--- src/rtl/pllcfg_seq.sv ---
// PLL configuration sequencer: per-channel reset pulse, lock wait and
// reconfig handshake with sticky status and timeout reporting.
module pllcfg_seq #(
  parameter int N_PLL   = 6,
  parameter int SEL_W   = 3,
  parameter int RST_CYC = 16,
  parameter int TO_CYC  = 65535
) (
  input  logic             clk,
  input  logic             reset_n,
  input  logic             cmd_valid,
  output logic             cmd_ready,
  input  logic [1:0]       cmd_op,
  input  logic [SEL_W-1:0] cmd_sel,
  input  logic [N_PLL-1:0] pll_locked,
  output logic [N_PLL-1:0] pll_rst,
  output logic [N_PLL-1:0] recfg_start,
  input  logic [N_PLL-1:0] recfg_done,
  output logic             stat_busy,
  output logic             stat_done,
  output logic             stat_err,
  output logic [1:0]       stat_code,
  output logic [SEL_W-1:0] stat_sel
);

  localparam logic [2:0] S_IDLE  = 3'd0;
  localparam logic [2:0] S_RST   = 3'd1;
  localparam logic [2:0] S_LOCKW = 3'd2;
  localparam logic [2:0] S_RCFG  = 3'd3;
  localparam logic [2:0] S_RCFGW = 3'd4;

  localparam int RW = (RST_CYC > 1) ? $clog2(RST_CYC) : 1;
  localparam logic [RW-1:0] RST_LAST = RW'(RST_CYC - 1);
  localparam logic [15:0] TO_LAST = 16'(TO_CYC - 1);
  localparam logic [N_PLL-1:0] ONE = N_PLL'(1);

  logic [2:0]       state;
  logic [1:0]       op_q;
  logic             rcfg_q;
  logic [RW-1:0]    rst_cnt;
  logic [15:0]      to_cnt;
  logic [SEL_W-1:0] sel_q;
  logic [N_PLL-1:0] sel_oh;
  logic             hit_lock;
  logic             hit_done;
  logic             to_hit;
  logic             bad_sel;

  // Outputs decode from state so an async reset drops them at once.
  assign sel_oh      = ONE << sel_q;
  assign hit_lock    = |(pll_locked & sel_oh);
  assign hit_done    = |(recfg_done & sel_oh);
  assign to_hit      = (to_cnt == TO_LAST);
  assign bad_sel     = 32'(cmd_sel) >= 32'(N_PLL);
  assign cmd_ready   = reset_n && (state == S_IDLE);
  assign stat_busy   = (state != S_IDLE);
  assign pll_rst     = (state == S_RST) ? sel_oh : '0;
  assign recfg_start = (state == S_RCFG) ? sel_oh : '0;
  assign stat_sel    = sel_q;

  always_ff @(posedge clk or negedge reset_n) begin
    if (!reset_n) begin
      state     <= S_IDLE;
      op_q      <= '0;
      rcfg_q    <= 1'b0;
      rst_cnt   <= '0;
      to_cnt    <= '0;
      sel_q     <= '0;
      stat_done <= 1'b0;
      stat_err  <= 1'b0;
      stat_code <= '0;
    end else begin
      unique case (state)
        S_IDLE: begin
          if (cmd_valid) begin
            sel_q     <= cmd_sel;
            op_q      <= cmd_op;
            rcfg_q    <= 1'b0;
            rst_cnt   <= '0;
            stat_done <= 1'b0;
            stat_err  <= 1'b0;
            stat_code <= 2'd0;
            if (cmd_op == 2'b11) begin
              state <= S_IDLE;
            end else if (bad_sel) begin
              stat_err  <= 1'b1;
              stat_code <= 2'd3;
            end else if (cmd_op == 2'b01) begin
              state <= S_RCFG;
            end else begin
              state <= S_RST;
            end
          end
        end
        S_RST: begin
          if (rst_cnt == RST_LAST) begin
            state  <= S_LOCKW;
            to_cnt <= '0;
          end else begin
            rst_cnt <= rst_cnt + 1'b1;
          end
        end
        S_LOCKW: begin
          if (hit_lock) begin
            if (op_q == 2'b10 && !rcfg_q) begin
              state <= S_RCFG;
            end else begin
              stat_done <= 1'b1;
              state     <= S_IDLE;
            end
          end else if (to_hit) begin
            stat_err  <= 1'b1;
            stat_code <= 2'd1;
            state     <= S_IDLE;
          end else begin
            to_cnt <= to_cnt + 1'b1;
          end
        end
        S_RCFG: begin
          rcfg_q <= 1'b1;
          to_cnt <= '0;
          state  <= S_RCFGW;
        end
        S_RCFGW: begin
          if (hit_done) begin
            to_cnt <= '0;
            state  <= S_LOCKW;
          end else if (to_hit) begin
            stat_err  <= 1'b1;
            stat_code <= 2'd2;
            state     <= S_IDLE;
          end else begin
            to_cnt <= to_cnt + 1'b1;
          end
        end
        default: state <= S_IDLE;
      endcase
    end
  end

endmodule
--- config.mk ---
export PLATFORM = sky130hd
export DESIGN_NAME = pllcfg_seq
export DESIGN_NICKNAME = d
export VERILOG_FILES = /design/src/rtl/pllcfg_seq.sv
export SDC_FILE = /design/constraint.sdc
export NUM_CORES = 1
export LEC_CHECK = 0
export ABC_AREA = 1
export CAP_MARGIN = 40
export CORE_MARGIN = 1.5
export CORE_UTILIZATION = 49
export CTS_CLUSTER_SIZE = 28
export DETAILED_ROUTE_END_ITERATION = 8
export MAX_ROUTING_LAYER = met4
export PLACE_DENSITY = 0.77
export SLEW_MARGIN = 30
export SYNTH_ARGS = -nofsm -noshare
export SYNTH_HDL_FRONTEND = slang
export SYNTH_SLANG_ARGS = --single-unit
export TNS_END_PERCENT = 50
--- constraint.sdc ---
create_clock -name clk -period 1.8 [get_ports clk]
set_clock_uncertainty 0.1 [all_clocks]
set_input_delay 0.36 -clock clk [delete_from_list [all_inputs] [get_ports clk]]
set_output_delay 0.36 -clock clk [all_outputs]
set_load 0.01 [all_outputs]
* Word-level counts from Yosys, hierarchy flattened
Index checks and enable logic that the tools add are counted.
** Storage, ports and cells
- Register bits :: 33
- Bits of input ports :: 20
** Operators by class
- Bitwise gates (word level) :: 2
- Muxes and demuxes :: 40
- Order comparisons :: 1
- Shifts and indexed selects :: 1
- Equal/unequal tests :: 19
- Reduce and logical (&&, ||, !) cells :: 20
- Add/sub/neg operators :: 2
** Operators by type and width (number)
- 16-bit two-way mux :: 4
- 16-bit one-hot mux with 4 select lines :: 1
- 3-bit two-way mux :: 7
- 2-bit two-way mux :: 9
- 16-bit by 1-bit adder with 16-bit output (second input constant) :: 1
- 16-bit == test (second input constant) :: 1
- 2-bit != test (second input constant) :: 8
- 3-bit one-hot mux with 5 select lines :: 1
- 6-bit AND :: 2
- 6-bit two-way mux :: 2
- 6-bit OR reduction :: 2
- 1-bit two-way mux :: 9
- 3-bit AND reduction :: 3
- 4-bit two-way mux :: 2
- 4-bit one-hot mux with 2 select lines :: 1
- 4-bit AND reduction :: 2
- 3-bit by 2-bit == test with 1-bit output (second input constant) :: 2
- 2-bit one-hot mux with 3 select lines :: 1
- 6-bit AND reduction :: 1
- 2-bit nonzero test :: 3
- 3-bit nonzero test :: 2
- 1-bit by 3-bit << shifter with 6-bit output (first input constant) :: 1
- 4-bit by 1-bit adder with 4-bit output (second input constant) :: 1
- 2-bit == test (second input constant) :: 2
- other kinds (14) :: 17

* Longest topological paths before layout
Gate-level depths: netlist (run 1).
- Depth after elaboration :: 6
- Depth in mapped cells :: 13

* Worst setup path before layout (run 1)
OpenSTA, ideal clock, no wires.
- Path type :: register -> register
- From :: reg to_cnt[0]
- To :: reg to_cnt[2]
- Stages on the path, launching flop included :: 14
- Library setup time :: 0.065 ns
- Path slack :: 0.144 ns
- Arrival :: 1.491 ns
- Clock period less this slack :: 1.656 ns
- Path buffers :: 1
- Path through :: dfrtp_1 -> inv_1 -> ha_1 -> inv_1 -> nor2_1 -> nand2_2 -> nor2_4 -> inv_2 -> buf_6 -> nand2_1 -> nand3_1 -> nand2_1 -> nand2_1 -> nand2_1
** On the way
- Word-level cells in the longest chain between the ends :: 4
- Elaborated cells on any way between the ends :: 6
** Ends and longest elaborated chain
- start, declared :: line 41 : logic [15:0] to_cnt;
- start signal, assigned :: line 116 : to_cnt <= to_cnt + 1'b1;
- start signal, assigned :: line 133 : to_cnt <= to_cnt + 1'b1;
- 16-bit by 1-bit adder with 16-bit output or 16-bit == test (tied branches) :: line 116, 133, 53
- 16-bit two-way mux (*) :: line 111, 128
- 16-bit two-way mux, on equally long branches :: line 125, 104
- 16-bit one-hot mux with 4 select lines (*) :: line 73 : unique case (state)
Mark *: on every way between the ends. The rest lies on a longest branch, timed or not. The select of a mux whose other input is x is not followed.
A chain may end at the register's enable or synchronous reset.

* Worst setup path after layout (run 1)
- From :: reg state[0]
- To :: out pll_rst[1]
** On the way
- Word-level cells in the longest chain between the ends :: 2
** Ends and longest elaborated chain
- start, declared :: line 37 : logic [2:0] state;
- start signal, assigned :: line 63 : state <= S_IDLE;
- start signal, assigned :: line 84 : state <= S_IDLE;
- start signal, assigned :: line 89 : state <= S_RCFG;
- 3-bit by 1-bit == test with 1-bit output :: line 57 : assign pll_rst = (state == S_RST) ? sel_oh : '0;
- 6-bit two-way mux :: line 57
- end, declared :: line 16 : output logic [N_PLL-1:0] pll_rst,
Every way passes these cells.

==> results of run 1 <==
-- sequential cells by signal, summed over array words and instances, names as in the netlist --
signal,cells
op_q,2
rcfg_q,1
rst_cnt,4
stat_code,2
stat_done,1
stat_err,1
stat_sel,3
state,3
to_cnt,16
-- path summary, 6_finish.rpt --
| check | start | end | slack [ns] |
|---|---|---|---|
| max | state[0] | pll_rst[1] | -0.09 |
| min | stat_code[0] | stat_code[0] | 0.37 |
| max reg2reg | to_cnt[0] | to_cnt[0] | -0.08 |
| min reg2reg | stat_code[0] | stat_code[0] | 0.37 |
| max in group asynchronous | reset_n | state[2] | 0.85 |
| min in group asynchronous | reset_n | stat_done | 0.42 |
-- metal layers --
layer | routed length [um] | vias to the layer above | global-route usage
met5 | 0 | - | -
met4 | 250 | 0 | 0.08025
met3 | 705 | 33 | 0.04743
met2 | 3976 | 161 | 0.4692
met1 | 3287 | 1424 | 0.3647
li1 | - | 1454 | -
-- logic make-up after synthesis --
family	after synthesis
AO/OA/AOI/OAI	30
XOR/XNOR	5
adder cells (fa/ha/maj)	3
buffers and inverters	42
flip-flops	33
AND/OR/NAND/NOR	273
-- cells in the mapped netlist (3+ instances only) --
| library cell | number | area share |
|---|---|---|
| a21oi_1 | 8 | 0.016 |
| buf_2 | 3 | 0.0061 |
| buf_4 | 3 | 0.0091 |
| buf_6 | 3 | 0.014 |
| dfrtp_1 | 33 | 0.33 |
| ha_1 | 3 | 0.015 |
| inv_1 | 25 | 0.038 |
| inv_2 | 5 | 0.0076 |
| nand2_1 | 159 | 0.24 |
| nand2_2 | 3 | 0.0076 |
| nand3_1 | 37 | 0.075 |
| nand4_1 | 17 | 0.043 |
| nor2_1 | 41 | 0.062 |
| nor2_2 | 6 | 0.015 |
| o21ai_0 | 13 | 0.026 |
| xor2_1 | 3 | 0.011 |
-- cell type report --
class,instances,area [um^2]
multi-input cells,311,1648
fillers,339,1062
repair buffers,105,903.4
flip-flops and latches,33,832.0
inverters,33,147.6
well taps,67,83.83
clock buffers,5,68.82
repair inverters,2,22.52
clock inverters,3,17.52
-- critical path: cells and delay by family (launching register included) --
family | cells | cell delay [ns]
buf+inv | 4 | 0.45
simple gates | 2 | 0.29
flops | 1 | 0.41
-- timing repair --
action                     CTS  global route
cloned                       2             0
pin swaps                    9            17
setup buffers               19            10
resized for setup           80            70
hold buffers                 0             0
setup endpoints to repair   35            45
-- per-stage QoR --
step                instance area (um^2)  worst slack, ns    util  power (W)  TNS, ns
floorplan                           2469           0.1437       -   0.002592        0
global placement                    3209          -0.1829  0.6706   0.003707   -2.119
detailed placement                  3209          -0.1858  0.6706   0.003764   -2.968
CTS                                 3486         -0.04363  0.7284   0.005021  -0.1323
global route                        3724          -0.2275  0.7780   0.006124   -3.693
finish                              3724         -0.09441  0.7780   0.005804  -0.8268
-- where the power goes --
part	total (W)	internal, W	switching (W)	leakage (nW)
Sequential	0.00112	0.000925	0.000192	0.434
Combinational	0.00413	0.00189	0.00224	1.40
Clock	0.000556	0.000267	0.000290	0.0439
Total	0.00580	0.00308	0.00272	1.87
==> results.py, run 1 <==
metrics = {
    "min_path": {
        "min_path_type": "reg2reg",
        "whs_path_depth": 2,
    },
    "cells_and_area": {
        "syn_to_final_growth_pct": 50.84,
        "final_cell_mix": "141 x nand2_1, 51 x buf_4, 31 x nor2_1, 31 x nand3_1, 28 x dfrtp_1",
        "final_cell_count_no_fill": 559,
        "mostFrequentLayoutCell": "nand2_1",
        "drive_above_1_share": 0.3313,
        "nets": 514,
        "diodes": 0,
    },
    "power_and_ir_drop": {
        "max-vdd-ir-drop_uv": 845.1,
        "power_density_nw_per_um2": 1559,
        "p_leak_nw": 1.874,
    },
    "cts": {
        "clock_path_buffers": 2,
        "clock_latency_ns": 0.29,
        "clk_pin_slew_ns": 0.07,
        "cts_tree": "built",
        "numCtsBuffers": 5,
        "clock-root-buffer": "clkbuf_8",
        "clock-sinks": 33,
        "h-tree-depth": 2,
    },
    "critical_path": {
        "crit_chain": "inv_2 > nor3_4 > inv_2 > buf_6 > nor2_1 > buf_2",
        "worstPathRequired_ns": 1.34,
        "crit_path_frequent_cell": "inv_2",
        "cp_max_fo": 6,
        "cp_slowest_cell": "dfrtp_1",
        "slowest_delay_ns": 0.41,
        "cp.arrival_ns": 1.43,
        "r2r_cells": 12,
        "end_kind": "output port",
        "startpoint_type": "flop",
        "crit_type": "reg2out",
    },
    "synth": {
        "async_reset_ff_frac": 1.000,
        "synth_simple_gate_area_frac": 0.4835,
        "synth_cell_type_count": 33,
        "synth-compound-area-share": 0.06792,
        "syn_area_um2": 2469,
        "synth_top_family_by_area": "simple AND/OR/NAND/NOR gates",
        "syn_avg_cell_area_um2": 6.395,
        "synth_nets": 409,
        "synth-seq-cells": 33,
        "synthMuxAreaShare": 0,
        "synthFlopType": "dfrtp_1",
        "synth-edff-count": 0,
        "yosys.area_share.adder": 0.01521,
        "yosysSeqAreaShare": 0.3345,
        "synth_xor_area_frac": 0.01774,
        "yosys_warnings": 0,
        "syn_inst": 386,
    },
    "placement": {
        "portBuffers": 40,
        "place_congestion": 0.9161,
        "dp.final_hpwl_mm": 4.843,
        "placed_cells": 526,
    },
    "timing": {
        "period_needed_ns": 1.894,
        "layout_setup_ws_ns": -0.09441,
        "fmax_ghz": 0.5279,
        "drv_slew": 0,
        "final-hold-violation-count": 0,
        "tightest_slew_ns": 0.4395,
        "fin_crit_sh": 1.052,
        "maxSlewHeadroom": 0.7070,
        "setup_violations": 20,
        "whs_ns": 0.3668,
        "rsz0062_at_grt": "yes",
    },
    "global_route": {
        "antenna_found_initial": 0,
        "track_usage": 0.2862,
        "grt_pass1_wl_mm": 11.73,
        "grt_start_max_net_pins": 34,
        "grt_pass1_vias": 2639,
        "grt-ovfl-total": 0,
    },
    "detailed_routing": {
        "viasPerCell": 5.496,
        "wl_mm": 8.219,
        "wl_per_cell_um": 14.70,
        "drtPass1Iterations": 5,
        "detail-route-antenna-nets": 0,
        "vias": 3072,
        "first_iter_violations": 237,
        "route.detailed.drc": 0,
    },
    "status": {
        "violations": "negative setup slack",
        "status": "finished with violations",
    },
    "floorplan": {
        "coreArea_um2": 4786,
        "start_util": 0.5158,
        "die-area_um2": 5473,
        "core.rowCount": 25,
        "io-pin-count": 41,
        "die_x_um": 73.98,
        "die_h_um": 73.98,
    },
    "run": {
        "maxCapViolations": 0,
    },
}
No activity file was read; power rests on OpenSTA's default activity.
==> run 2, diff against run 1 <==
Settings changed: SLEW_MARGIN 30 to unset.
==> results of run 2 <==
Final layout, timing and power as in run 1 (identical DEF).
